### src/rtl/ucode_useq.sv
// Microcode sequencer: owns the micro-PC, decodes the next-address format
// of the current microword and keeps a small LIFO of subroutine returns.
module ucode_useq #(
    parameter int RSTK_DEPTH = 2,
    parameter int AW         = 9
) (
    input  logic          clk,
    input  logic          reset,
    input  logic          u_start,
    input  logic [AW-1:0] u_entry_addr,
    input  logic          u_flush,
    input  logic          u_stall,
    input  logic [2:0]    u_nxt_fmt,
    input  logic [AW-1:0] u_target,
    input  logic [1:0]    br_sel,
    output logic [AW-1:0] u_addr,
    output logic          u_valid,
    output logic          u_busy,
    output logic          u_done,
    output logic          u_err,
    output logic [2:0]    u_rs_depth
);

    localparam logic [1:0] S_IDLE = 2'd0;
    localparam logic [1:0] S_RUN  = 2'd1;
    localparam logic [1:0] S_HALT = 2'd2;

    localparam logic [2:0] F_CONT = 3'b000;
    localparam logic [2:0] F_JUMP = 3'b001;
    localparam logic [2:0] F_BR   = 3'b010;
    localparam logic [2:0] F_CALL = 3'b011;
    localparam logic [2:0] F_RET  = 3'b100;
    localparam logic [2:0] F_END  = 3'b101;

    localparam logic [2:0] RS_FULL = 3'(RSTK_DEPTH);

    logic [1:0]    state, state_nxt;
    logic [AW-1:0] upc, upc_nxt;
    logic          valid_nxt, done_nxt, err_nxt;
    logic [2:0]    depth, depth_nxt;
    logic          push;
    logic [AW-1:0] upc_inc, tgt_inc;
    logic [1:0]    push_idx, top_idx;
    // Sized for the largest legal depth so any index from depth[1:0] is in range.
    logic [AW-1:0] rstk [0:3];

    assign upc_inc  = upc + AW'(1);
    assign tgt_inc  = u_target + AW'(1);
    assign push_idx = depth[1:0];
    assign top_idx  = depth[1:0] - 2'd1;

    always_comb begin
        state_nxt = state;
        upc_nxt   = upc;
        valid_nxt = u_valid;
        done_nxt  = 1'b0;
        err_nxt   = u_err;
        depth_nxt = depth;
        push      = 1'b0;
        if (u_flush) begin
            state_nxt = S_IDLE;
            valid_nxt = 1'b0;
            depth_nxt = 3'd0;
        end else if (!u_stall) begin
            case (state)
                S_IDLE: begin
                    if (u_start) begin
                        upc_nxt   = u_entry_addr;
                        state_nxt = S_RUN;
                        valid_nxt = 1'b1;
                    end
                end
                S_RUN: begin
                    case (u_nxt_fmt)
                        F_CONT: upc_nxt = upc_inc;
                        F_JUMP: upc_nxt = u_target;
                        F_BR: begin
                            case (br_sel)
                                2'b10:   upc_nxt = u_target;
                                2'b11:   upc_nxt = tgt_inc;
                                default: upc_nxt = upc_inc;
                            endcase
                        end
                        F_CALL: begin
                            if (depth == RS_FULL) begin
                                state_nxt = S_HALT;
                                valid_nxt = 1'b0;
                                err_nxt   = 1'b1;
                            end else begin
                                push      = 1'b1;
                                depth_nxt = depth + 3'd1;
                                upc_nxt   = u_target;
                            end
                        end
                        F_RET: begin
                            if (depth == 3'd0) begin
                                state_nxt = S_HALT;
                                valid_nxt = 1'b0;
                                err_nxt   = 1'b1;
                            end else begin
                                depth_nxt = depth - 3'd1;
                                upc_nxt   = rstk[top_idx];
                            end
                        end
                        F_END: begin
                            done_nxt  = 1'b1;
                            depth_nxt = 3'd0;
                            // A start arriving with END chains straight into the next routine.
                            if (u_start) begin
                                upc_nxt = u_entry_addr;
                            end else begin
                                state_nxt = S_IDLE;
                                valid_nxt = 1'b0;
                            end
                        end
                        default: begin
                            state_nxt = S_HALT;
                            valid_nxt = 1'b0;
                            err_nxt   = 1'b1;
                        end
                    endcase
                end
                default: ;
            endcase
        end
    end

    always_ff @(posedge clk or posedge reset) begin
        if (reset) begin
            state   <= S_IDLE;
            upc     <= '0;
            u_valid <= 1'b0;
            u_done  <= 1'b0;
            u_err   <= 1'b0;
            depth   <= 3'd0;
        end else begin
            state   <= state_nxt;
            upc     <= upc_nxt;
            u_valid <= valid_nxt;
            u_done  <= done_nxt;
            u_err   <= err_nxt;
            depth   <= depth_nxt;
        end
    end

    // Stack contents need no reset: occupancy alone says what is live.
    always_ff @(posedge clk) begin
        if (push) rstk[push_idx] <= upc_inc;
    end

    assign u_addr     = upc;
    assign u_busy     = (state == S_RUN);
    assign u_rs_depth = depth;

endmodule

### config.mk
export PLATFORM = sky130hd
export DESIGN_NAME = ucode_useq
export DESIGN_NICKNAME = d
export VERILOG_FILES = /design/src/rtl/ucode_useq.sv
export SDC_FILE = /design/constraint.sdc
export NUM_CORES = 1
export LEC_CHECK = 0
export CORE_MARGIN = 3
export CORE_UTILIZATION = 59
export CTS_CLUSTER_SIZE = 28
export DETAILED_ROUTE_END_ITERATION = 10
export GPL_TIMING_DRIVEN = 0
export PLACE_DENSITY = 0.83
export SETUP_SLACK_MARGIN = 0.4
export SLEW_MARGIN = 5
export SYNTH_ARGS = -nofsm -noshare
export SYNTH_HDL_FRONTEND = slang
export SYNTH_SLANG_ARGS = --single-unit
### constraint.sdc
create_clock -name clk -period 4.16 [get_ports clk]
set_clock_uncertainty 0.1 [all_clocks]
set_input_delay 0.832 -clock clk [delete_from_list [all_inputs] [get_ports clk]]
set_output_delay 0.832 -clock clk [all_outputs]
set_load 0.01 [all_outputs]
==> key figures <==
Worst setup path
  – RR Startpoint: u_rs_depth[0]
  – Critical Path Slowest Stage Cell: clkdlybuf4s50_1
  – CP arrival: a little over 2 ns
  – Slowest Stage Delay on Critical Path: 0.53 ns
  – Crit Path Class: flip-flop to primary output
  – CP max FO: 9
  – Largest delay contributor family on the critical path: buffers and inverters
  – Worst path cell trace: nand2b_1 -> clkbuf_1 -> inv_1 -> clkdlybuf4s50_1
  – Startpoint Class: flip-flop
  – CP endpoint: u_busy
  – Crit end category: primary output
  – Worst reg-to-reg setup slack: 1.44 ns
  – Worst setup path start: state[0]
  – WP data required: around 3.2 ns
  – CP Buf/Inv Count: 3
  – Worst r2r dst: rstk[3][1]
  – Crit. path cell count: 4
  – Cells on worst reg2reg path: 6

Logic synthesis
  – Asr flop ratio synth: 30.77%
  – Largest family of logic cells by synthesized area: compound AO/OA/AOI/OAI gates
  – Cell count after synthesis: ~270
  – Syn. warnings: 0
  – Post-synthesis sequential area ratio: 48.03%
  – XOR/XNOR share of the synthesized area: under 10%
  – Simple-Gate Fraction of Synth Area: 14.97%
  – Syn Area/Cell: 11.26 µm²
  – Yosys cell types: between 50 and 60
  – Synthesis-stage register bit count: 52
  – Post-synth EDFFs: 36
  – Post-synthesis adder-cell area fraction: a little over 3%
  – Most used DFF post-synth: edfxtp_1
  – Mapped cell area: 3084 µm²
  – Syn_nets: about 310
  – Compound-Gate Fraction of Synth Area: approximately 15%
  – Mux cell area share after synthesis: between 10% and 20%

Cells and area
  – Final Util: about 75%
  – N_diodes: 0
  – Layout cell share with drive strength beyond 1: approximately 12%
  – Leading cell types in the layout, fill and taps excluded: clkdlybuf4s50_1, edfxtp_1, nor2_1, nand2_1, dfrtp_1
  – Layout area overhead: 18.62%
  – Commonest non-fill, non-tap cell in the layout: clkdlybuf4s50_1
  – Final Non-Filler Cells: about 390
  – Filler Cell Count: ~360
  – Nets: between 300 and 400

Die
  – Row Count: 25
  – Initial core utilization: between 60% and 70%
  – Core area: roughly 5000 µm²
  – I/O pins: between 40 and 50
  – Die Span X: approximately 78 µm
  – Die area: between 6000 and 7000 µm²
  – Die Height: ~80 µm

Power and ir drop
  – Peak VDD IR: 287.2 µV
  – P_leak: roughly 1.3 nW
  – Cell Pwr Density: between 300 and 400 nW/µm²

Global route
  – Met1 Track Usage GR: roughly 37%
  – GR peak layer: met2
  – First-pass GRT wire length: about 12000 µm
  – Pin count of the biggest net entering global routing: 18
  – Vias in the first global route: 2375
  – Congestion Overflow GR: 0
  – Total track usage: roughly a quarter
  – Initial antenna violation count: 0
  – Met3 global-route usage: under 10%
  – GRT met2 Usage: between 30% and 40%

STA
  – Final slew viol count: 0
  – Fmax: 335.3 MHz
  – Final setup violation count: 0
  – Setup TNS: 0 ns
  – Max-slew headroom: a little over half
  – Final hold violation count: 0
  – Hold_ws: between 0.3 and 0.4 ns
  – Final min period: approximately 3.0 ns
  – RSZ-0062 raised after global routing: no
  – Period utilisation layout: between 70% and 80%
  – Worst slew pin tran: between 0.6 and 0.7 ns

Clocking
  – Clock root buffer: clkbuf_8
  – Clk Latency, worst-skew pair: approximately 0.31 ns
  – Setup Fix Bufs, Post-CTS: 0
  – Clock Path Buffers: 2
  – Cts hold-fix bufs: 0
  – TritonCTS clock tree: built
  – Total CTS buffers: 5
  – Post_cts resized: 0
  – Sink Count: 52
  – CTS H-tree lvls: 2
  – Clk slew on worst S/H paths: ~0.10 ns

Route
  – WL per Instance: 19.04 µm
  – Drt pass-1 iters: 5
  – Post-Route WL: 7407 µm
  – DRC: 0
  – DRT antenna net count: 0
  – Vias: approximately 2500
  – Via density: 6.447
  – Drt initial violations: ~210

Placement
  – Port-buffer cells: 40
  – GPL Wtd Cong: 0.9449
  – Dpl cells: 381
  – DPL Wire Length: between 5000 and 6000 µm

Worst hold path
  – HP Class: flip-flop to flip-flop

Run status
  – Status: complete, no violations

Run
  – Max-cap violations: 0
where the power goes:
part | leakage, nW | switching, W | internal [W] | total, W
Clock | 0.0462 | 0.000173 | 0.000124 | 0.000297
Combinational | 0.766 | 0.000179 | 0.000149 | 0.000328
Sequential | 0.534 | 0.0000493 | 0.000615 | 0.000665
Total | 1.35 | 0.000402 | 0.000888 | 0.00129
worst reg2reg max path: cells and delay by family, from the launching register on:
family        cells  cell delay (ns)
flops             1             0.59
fa+ha+maj         1             0.26
simple gates      3             1.03
buf+inv           2             0.37
layout make-up:
| type | count | area, µm² | share of cell area (%) |
|---|---|---|---|
| tap | 67 | 83.83 | 2.291 |
| timing repair buffer | 40 | 400.4 | 10.94 |
| clock inverter | 2 | 17.52 | 0.4788 |
| sequential | 52 | 1481 | 40.49 |
| clock buffer | 6 | 72.57 | 1.984 |
| inverter | 12 | 45.04 | 1.231 |
| buffer | 13 | 71.32 | 1.949 |
| multi-input combinational | 197 | 1486 | 40.63 |
sequential cells by signal, summed over array words and instances (netlist names):
name        count
rstk           36
u_addr          9
u_rs_depth      3
state           2
u_done          1
u_err           1
cells by family (layout without fill, tap and decap cells):
logic type | Yosys count | after routing
simple gates | 88 | 88
mux | 23 | 23
xor+xnor | 12 | 12
fa+ha+maj | 7 | 7
buf+inv | 25 | 73
compound gates | 67 | 67
flops | 52 | 52
metal layers:
metal  part of all wire, %  wire, µm  vias to the layer above
met2                    47      3451                      145
li1                      -         -                     1132
met3                   8.3       616                       13
met1                    44      3233                     1218
met4                   1.4       106                        0
met5                     0         0                        -
synthesized netlist by cell type (2+ instances only):
cell type / instances / share of area (%)
or3_1: 2 / 0.41
edfxtp_1: 36 / 35
nor2_1: 24 / 2.9
a221oi_1: 5 / 1.4
and3_1: 2 / 0.41
and2_1: 4 / 0.81
clkbuf_1: 2 / 0.24
a211oi_1: 4 / 0.97
o221ai_1: 4 / 1.1
ha_1: 6 / 2.4
a21boi_1: 2 / 0.49
mux4_2: 9 / 6.6
xnor2_1: 5 / 1.4
inv_1: 11 / 1.3
o21ai_1: 5 / 0.81
o31ai_1: 5 / 1.2
a31oi_1: 5 / 1.0
nand2_1: 16 / 1.9
nand3_1: 12 / 1.9
nand3b_1: 2 / 0.49
xor2_1: 7 / 2.0
a21o_1: 2 / 0.49
nand4_1: 3 / 0.61
a22oi_1: 2 / 0.49
nand2b_1: 9 / 1.8
mux2i_1: 10 / 3.2
a21oi_1: 15 / 2.4
buf_2: 8 / 1.3
mux2_2: 3 / 1.1
o21ai_0: 8 / 1.3
nor3_1: 4 / 0.65
dfrtp_1: 16 / 13
through the flow:
stage               worst slack, ns  power (W)  area (µm²)
floorplan                     1.763  0.0008449        3084
global placement             0.9689  0.0009878        3568
detailed placement           0.9656  0.0009973        3568
CTS                           1.222   0.001288        3659
global route                  1.097   0.001350        3659
finish                        1.178   0.001289        3659
worst min path at each step:
stage / start / to / slack [ns] / cells after the start
after floorplan: u_err / u_err / 0.40 / 1
after global placement: u_err / u_err / 0.36 / 1
after detailed placement: u_err / u_err / 0.36 / 1
after CTS: u_err / u_err / 0.38 / 1
after global routing: u_err / u_err / 0.41 / 1
final: u_err / u_err / 0.38 / 1
Power figures use the tool's default switching activity.
